<file path="src/rtl/shifter_pkg.sv">
// Opcode constants and small decode helpers shared by the shifter pipeline
// and the ALU decoder.
package shifter_pkg;

  localparam logic [2:0] OP_SLL = 3'b000;
  localparam logic [2:0] OP_SRL = 3'b001;
  localparam logic [2:0] OP_SRA = 3'b010;
  localparam logic [2:0] OP_ROL = 3'b011;
  localparam logic [2:0] OP_ROR = 3'b100;

  function automatic logic op_legal(input logic [2:0] op);
    return (op <= OP_ROR);
  endfunction

  function automatic logic op_rotate(input logic [2:0] op);
    return (op == OP_ROL) || (op == OP_ROR);
  endfunction

endpackage

</file>
<file path="src/rtl/shift_level.sv">
// One mux level of the barrel shifter: shifts or rotates by SHIFT when amt_bit
// is set, otherwise (or for an illegal opcode) passes the data straight through.
module shift_level
  import shifter_pkg::*;
#(
  parameter int WIDTH = 32,
  parameter int SHIFT = 1
) (
  input  logic [WIDTH-1:0] data,
  input  logic             amt_bit,
  input  logic [2:0]       op,
  input  logic             fill,
  output logic [WIDTH-1:0] result
);

  always_comb begin
    result = data;
    if (amt_bit) begin
      case (op)
        OP_SLL:         result = {data[WIDTH-SHIFT-1:0], {SHIFT{1'b0}}};
        OP_SRL, OP_SRA: result = {{SHIFT{fill}}, data[WIDTH-1:SHIFT]};
        OP_ROL:         result = {data[WIDTH-SHIFT-1:0], data[WIDTH-1:WIDTH-SHIFT]};
        OP_ROR:         result = {data[SHIFT-1:0], data[WIDTH-1:SHIFT]};
        default:        result = data;
      endcase
    end
  end

endmodule

</file>
<file path="src/rtl/pipe_shifter.sv">
// Pipelined barrel shifter/rotator with valid/ready handshake, a global stall
// and a register after every REG_EVERY mux levels.
module pipe_shifter
  import shifter_pkg::*;
#(
  parameter int WIDTH     = 32,
  parameter int REG_EVERY = 1,
  parameter int TAG_W     = 4
) (
  input  logic                     clk,
  input  logic                     rst,
  input  logic                     in_valid,
  output logic                     in_ready,
  input  logic [2:0]               in_op,
  input  logic [$clog2(WIDTH)-1:0] in_amt,
  input  logic [WIDTH-1:0]         in_data,
  input  logic [TAG_W-1:0]         in_tag,
  output logic                     out_valid,
  input  logic                     out_ready,
  output logic [WIDTH-1:0]         out_data,
  output logic                     out_carry,
  output logic                     out_zero,
  output logic                     out_err,
  output logic [TAG_W-1:0]         out_tag
);

  localparam int AW = $clog2(WIDTH);
  localparam int NG = (AW + REG_EVERY - 1) / REG_EVERY;

  typedef struct packed {
    logic             valid;
    logic [2:0]       op;
    logic [AW-1:0]    amt;
    logic [WIDTH-1:0] data;
    logic             cand;
    logic             err;
    logic [TAG_W-1:0] tag;
  } stage_t;

  stage_t in_pl;
  stage_t gin  [NG];
  stage_t gout [NG];
  stage_t st   [NG];
  stage_t last;
  logic   zero_q;
  logic   stall;
  logic   rot_bit;
  logic [AW-1:0] neg_amt;
  logic [AW-1:0] amt_m1;

  assign last     = st[NG-1];
  assign stall    = last.valid && !out_ready;
  assign in_ready = !rst && !stall;
  assign neg_amt  = -in_amt;
  assign amt_m1   = in_amt - AW'(1);

  // Shifts know their carry from the operand; rotates only mark amt != 0 here
  // and pick the wrapped bit from the final result.
  always_comb begin
    in_pl       = '0;
    in_pl.valid = in_valid && in_ready;
    in_pl.op    = in_op;
    in_pl.amt   = in_amt;
    in_pl.data  = in_data;
    in_pl.tag   = in_tag;
    in_pl.err   = !op_legal(in_op);
    in_pl.cand  = 1'b0;
    if (in_amt != '0) begin
      case (in_op)
        OP_SLL:         in_pl.cand = in_data[neg_amt];
        OP_SRL, OP_SRA: in_pl.cand = in_data[amt_m1];
        OP_ROL, OP_ROR: in_pl.cand = 1'b1;
        default:        in_pl.cand = 1'b0;
      endcase
    end
  end

  for (genvar g = 0; g < NG; g++) begin : g_group
    localparam int LAST = (((g + 1) * REG_EVERY < AW) ? (g + 1) * REG_EVERY : AW) - 1;
    if (g == 0) begin : g_head
      assign gin[g] = in_pl;
    end else begin : g_tail
      assign gin[g] = st[g-1];
    end
    assign gout[g] = {gin[g].valid, gin[g].op, gin[g].amt, g_level[LAST].lout,
                      gin[g].cand, gin[g].err, gin[g].tag};
  end

  // Level j handles amount bit AW-1-j, so the largest shift comes first.
  for (genvar j = 0; j < AW; j++) begin : g_level
    localparam int G = j / REG_EVERY;
    localparam int K = AW - 1 - j;
    logic [WIDTH-1:0] lin;
    logic [WIDTH-1:0] lout;
    logic             fill;
    if (j % REG_EVERY == 0) begin : g_first
      assign lin = gin[G].data;
    end else begin : g_chain
      assign lin = g_level[j-1].lout;
    end
    assign fill = (gin[G].op == OP_SRA) ? lin[WIDTH-1] : 1'b0;
    shift_level #(.WIDTH(WIDTH), .SHIFT(1 << K)) u_level (
      .data    (lin),
      .amt_bit (gin[G].amt[K]),
      .op      (gin[G].op),
      .fill    (fill),
      .result  (lout)
    );
  end

  // A stall freezes every stage at once, bubbles included.
  always_ff @(posedge clk) begin
    if (rst) begin
      for (int g = 0; g < NG; g++) st[g] <= '0;
      zero_q <= 1'b0;
    end else if (!stall) begin
      for (int g = 0; g < NG; g++) st[g] <= gout[g];
      zero_q <= ~|gout[NG-1].data;
    end
  end

  assign rot_bit   = (last.op == OP_ROL) ? last.data[0] : last.data[WIDTH-1];
  assign out_valid = last.valid;
  assign out_data  = last.data;
  assign out_carry = last.cand & (!op_rotate(last.op) | ((|last.amt) & rot_bit));
  assign out_zero  = zero_q;
  assign out_err   = last.err;
  assign out_tag   = last.tag;

endmodule

</file>
<file path="config.mk">
export PLATFORM = sky130hd
export DESIGN_NAME = pipe_shifter
export DESIGN_NICKNAME = d
export VERILOG_FILES = /design/src/rtl/shifter_pkg.sv /design/src/rtl/shift_level.sv /design/src/rtl/pipe_shifter.sv
export SDC_FILE = /design/constraint.sdc
export NUM_CORES = 1
export LEC_CHECK = 0
export BUFFER_PORTS_ARGS = -buffer_cell sky130_fd_sc_hd__buf_2
export CAP_MARGIN = 20
export CORE_ASPECT_RATIO = 2
export CORE_UTILIZATION = 41
export DETAILED_ROUTE_END_ITERATION = 10
export PLACE_DENSITY_LB_ADDON = 0.2
export SYNTH_ARGS = -nofsm -noshare
export SYNTH_HDL_FRONTEND = slang
export SYNTH_SLANG_ARGS = --single-unit
</file>
<file path="constraint.sdc">
create_clock -name clk -period 16.9 [get_ports clk]
set_input_delay 3.38 -clock clk [delete_from_list [all_inputs] [get_ports clk]]
set_output_delay 3.38 -clock clk [all_outputs]
set_load 0.01 [all_outputs]
</file>
==> summary.md <==
| Metric | Value |
|---|---|
| Vias/cell | `5.962` |
| First-pass DRT Iterations | `7` |
| Mapped Area | `13650 µm²` |
| Core region area | `32810 µm²` |
| Placed cells | `1641` |
| TNS Setup | `0 ns` |
| Status | `completed` |
| Area fraction in compound gates after synthesis | `0.2010` |
| Total Power | `0.001394 W` |
| CP Depth | `5` |
| Xor and xnor area share after synthesis | `0.006966` |
| Switch share | `0.2557` |
| CTS buffer count | `22` |
| Most frequent cell on the critical path | `buf_2` |
| Library cells used by synthesis | `65` |
| Maximum vdd ir drop | `63.47 µV` |
| Max_cap viols | `0` |
| I/O Pins | `slightly below 90` |
| Max Clock Freq | `118.3 MHz` |
| Final setup margin | `8.449 ns` |
| Post-synthesis adder-cell area fraction | `0.01210` |
| CTS tree | `yes` |
| Register area share after synthesis | `0.5184` |
| CP Data Required Time | `between 10 and 15 ns` |
| Row count | `94` |
| Combinational power share | `0.127` |
| Mean post-synth cell area | `10.95 µm²` |
| GP Congestion | `0.9138` |
| Setup WS pre-CTS | `8.410 ns` |
| Yosys reg bits | `236` |
| Final nets | `1283` |
| Skew-Pair Late Insertion Delay | `0.52 ns` |
| P_sw | `0.0003565 W` |
| Main combinational cell family by area after synthesis | `compound AO/OA/AOI/OAI gates` |
| WP buf/inv | `3` |
| Routed vias | `10020` |
| Die width | `131.0 µm` |
| Port buffer count | `between 80 and 90` |
| Initial antenna violation count | `0` |
| Iter 0 DRT Violations | `636` |
| Startpoint type of the worst setup path | `primary input` |
| Hold WS | `0.4776 ns` |
| Share of total power in sequential cells | `0.515` |
| Pwr/cell area | `about 94 nW/µm²` |
| Min Tclk post-route | `8.451 ns` |
| Top FF cell, synth | `edfxtp_1` |
| Die Footprint | `34070 µm²` |
| Max Root-Sink Buffers | `3` |
| Synth Net Count | `1297` |
| Largest net degree at the start of global routing | `157` |
| Leakage | `5.588 nW` |
| Critical path class | `primary input to output pin` |
| WHS Path Cells | `1` |
| Postcts setup bufs | `0` |
| ANT cells | `0` |
| Slew margin rel. | `0.2748` |
| WP data arrival | `5.07 ns` |
| Post-CTS Resized | `0` |
| Async set-reset flop share out of synthesis | `0` |
| Crit-path max FO | `49` |
| Detailed placement HPWL | `between 20 and 25 mm` |
| Die Height | `260.0 µm` |
| Slowest cell on the critical path | `clkinv_2` |
| Vias in the first global route | `9762` |
| WL/cell | `20.73 µm` |
| Period utilization | `0.5001` |
| Syn Inst Count | `1247` |
| RSZ-0062 raised after global routing | `no` |
| Non-filler cells, final | `1681` |
| Area growth, synth to finish | `8.689%` |
| First-pass GRT wire length | `53.75 mm` |
| Root buffer cell | `clkbuf_16` |
| Yosys warns | `0` |
| Mux cell area share after synthesis | `0.07837` |
| # DRC | `0` |
| Cts hold-fix bufs | `0` |
| Post-synth EDFFs | `between 200 and 250` |
| CTS H-Tree Depth | `1` |
| Tot GR Track Use | `0.2089` |
| Hold WC Path Type | `flip-flop to flip-flop` |
| CP Capture Type | `output pin` |
| Fin. Hold Viols | `0` |
| Pins Over Slew Limit | `0` |
| Internal power | `~0.0010 W` |
| CTS sink cnt | `around 240` |
| Simple-Gate Fraction of Synth Area | `0.1252` |
| Worst R2R Path Depth | `8` |
| # setup viols final | `0` |
| Worst-Margin Slew | `1.082 ns` |
| Clk pwr share | `0.358` |
| Final WL | `34.85 mm` |
| Clk_skew | `approximately 0.014 ns` |
| Antenna Violating Nets Remaining | `0` |
| Grt total ovfl | `0` |
| Cell family with most CP delay | `buffers and inverters` |
| Slowest stage delay, CP | `0.68 ns` |
| Initial core utilization | `0.4160` |
| Crit path cell chain | `buf_2, nand2b_1, nand2b_4, clkinv_2, buf_2` |
| Share of cells above drive strength 1 | `0.1561` |
| Clk slew on worst S/H paths | `0.07 ns` |
==> flip-flops by register name, indices dropped and copies added (netlist names) <==
register  cells
out_zero      1
st          235
==> per-stage QoR <==
| stage | util | instance area, µm² |
|---|---|---|
| after floorplan | - | 13650 |
| after global placement | 0.4299 | 14110 |
| after detailed placement | 0.4299 | 14110 |
| after CTS | 0.4521 | 14840 |
| after global routing | 0.4521 | 14840 |
| final | 0.4521 | 14840 |
==> final cells by class <==
class | count | area (µm²)
timing repair buffer | 109 | 598.1
multi-input combinational | 849 | 5826
clock inverter | 14 | 143.9
clock buffer | 26 | 586.8
inverter | 15 | 65.06
fill | 2997 | 17980
tap | 432 | 540.5
sequential | 236 | 7077
==> cell families after synthesis <==
logic type | after synthesis
adders and majority gates | 16
muxes | 80
AOI/OAI and AO/OA | 395
DFF | 236
and+or+nand+nor | 348
buffers and inverters | 162
xor gates and xnor gates | 10
==> cell usage after synthesis, drive strengths merged (17+ instances only) <==
cell / count / area [µm²]
mux4: 20 / 450.4
nand3: 21 / 105.1
o211a: 24 / 240.2
a222oi: 18 / 180.2
a22oi: 59 / 442.9
nand2: 88 / 330.3
o22ai: 20 / 125.1
nor4b: 17 / 148.9
edfxtp: 235 / 7057
a21oi: 92 / 460.4
clkbuf: 83 / 311.6
mux2i: 45 / 450.4
a211oi: 69 / 518.0
and2: 69 / 431.7
o21ai: 57 / 285.3
nor2: 115 / 431.7
buf: 64 / 422.9
==> layout by cell type (no fill, tap or decap), drive strengths merged, types with 17 or more instances in the layout <==
| cell | count |
|---|---|
| edfxtp | 235 |
| nor2 | 115 |
| buf | 109 |
| a21oi | 92 |
| nand2 | 88 |
| a211oi | 69 |
| and2 | 69 |
| a22oi | 59 |
| o21ai | 57 |
| mux2i | 45 |
| clkbuf | 26 |
| o211a | 24 |
| nand3 | 21 |
| o22ai | 20 |
| mux4 | 20 |
| a222oi | 18 |
| nor4b | 17 |
==> worst paths after layout <==
kind / start / to / slack, ns
setup reg to reg: st[0][179] / out_zero / 13.25
hold reg to reg: out_zero / out_zero / 0.48
hold / removal: out_zero / out_zero / 0.48
setup / recovery: out_ready / in_ready / 8.45
==> power by group through the flow <==
stage                     clock (W)  combinational [W]  sequential [W]
after global placement            0           0.000173        0.000730
after global routing       0.000530           0.000193        0.000723
final                      0.000499           0.000177        0.000718
after detailed placement          0           0.000175        0.000730
after floorplan                   0           0.000136        0.000713
after CTS                  0.000513           0.000176        0.000718
==> layer usage <==
layer | vias up | routed length [µm] | global-route usage
met3 | 140 | 1262 | 0.01975
met1 | 4766 | 11040 | 0.1864
li1 | 4762 | - | -
met5 | - | 0 | 0
met4 | 0 | 2747 | 0.1561
met2 | 354 | 19800 | 0.4133
Power figures use the tool's default switching activity.
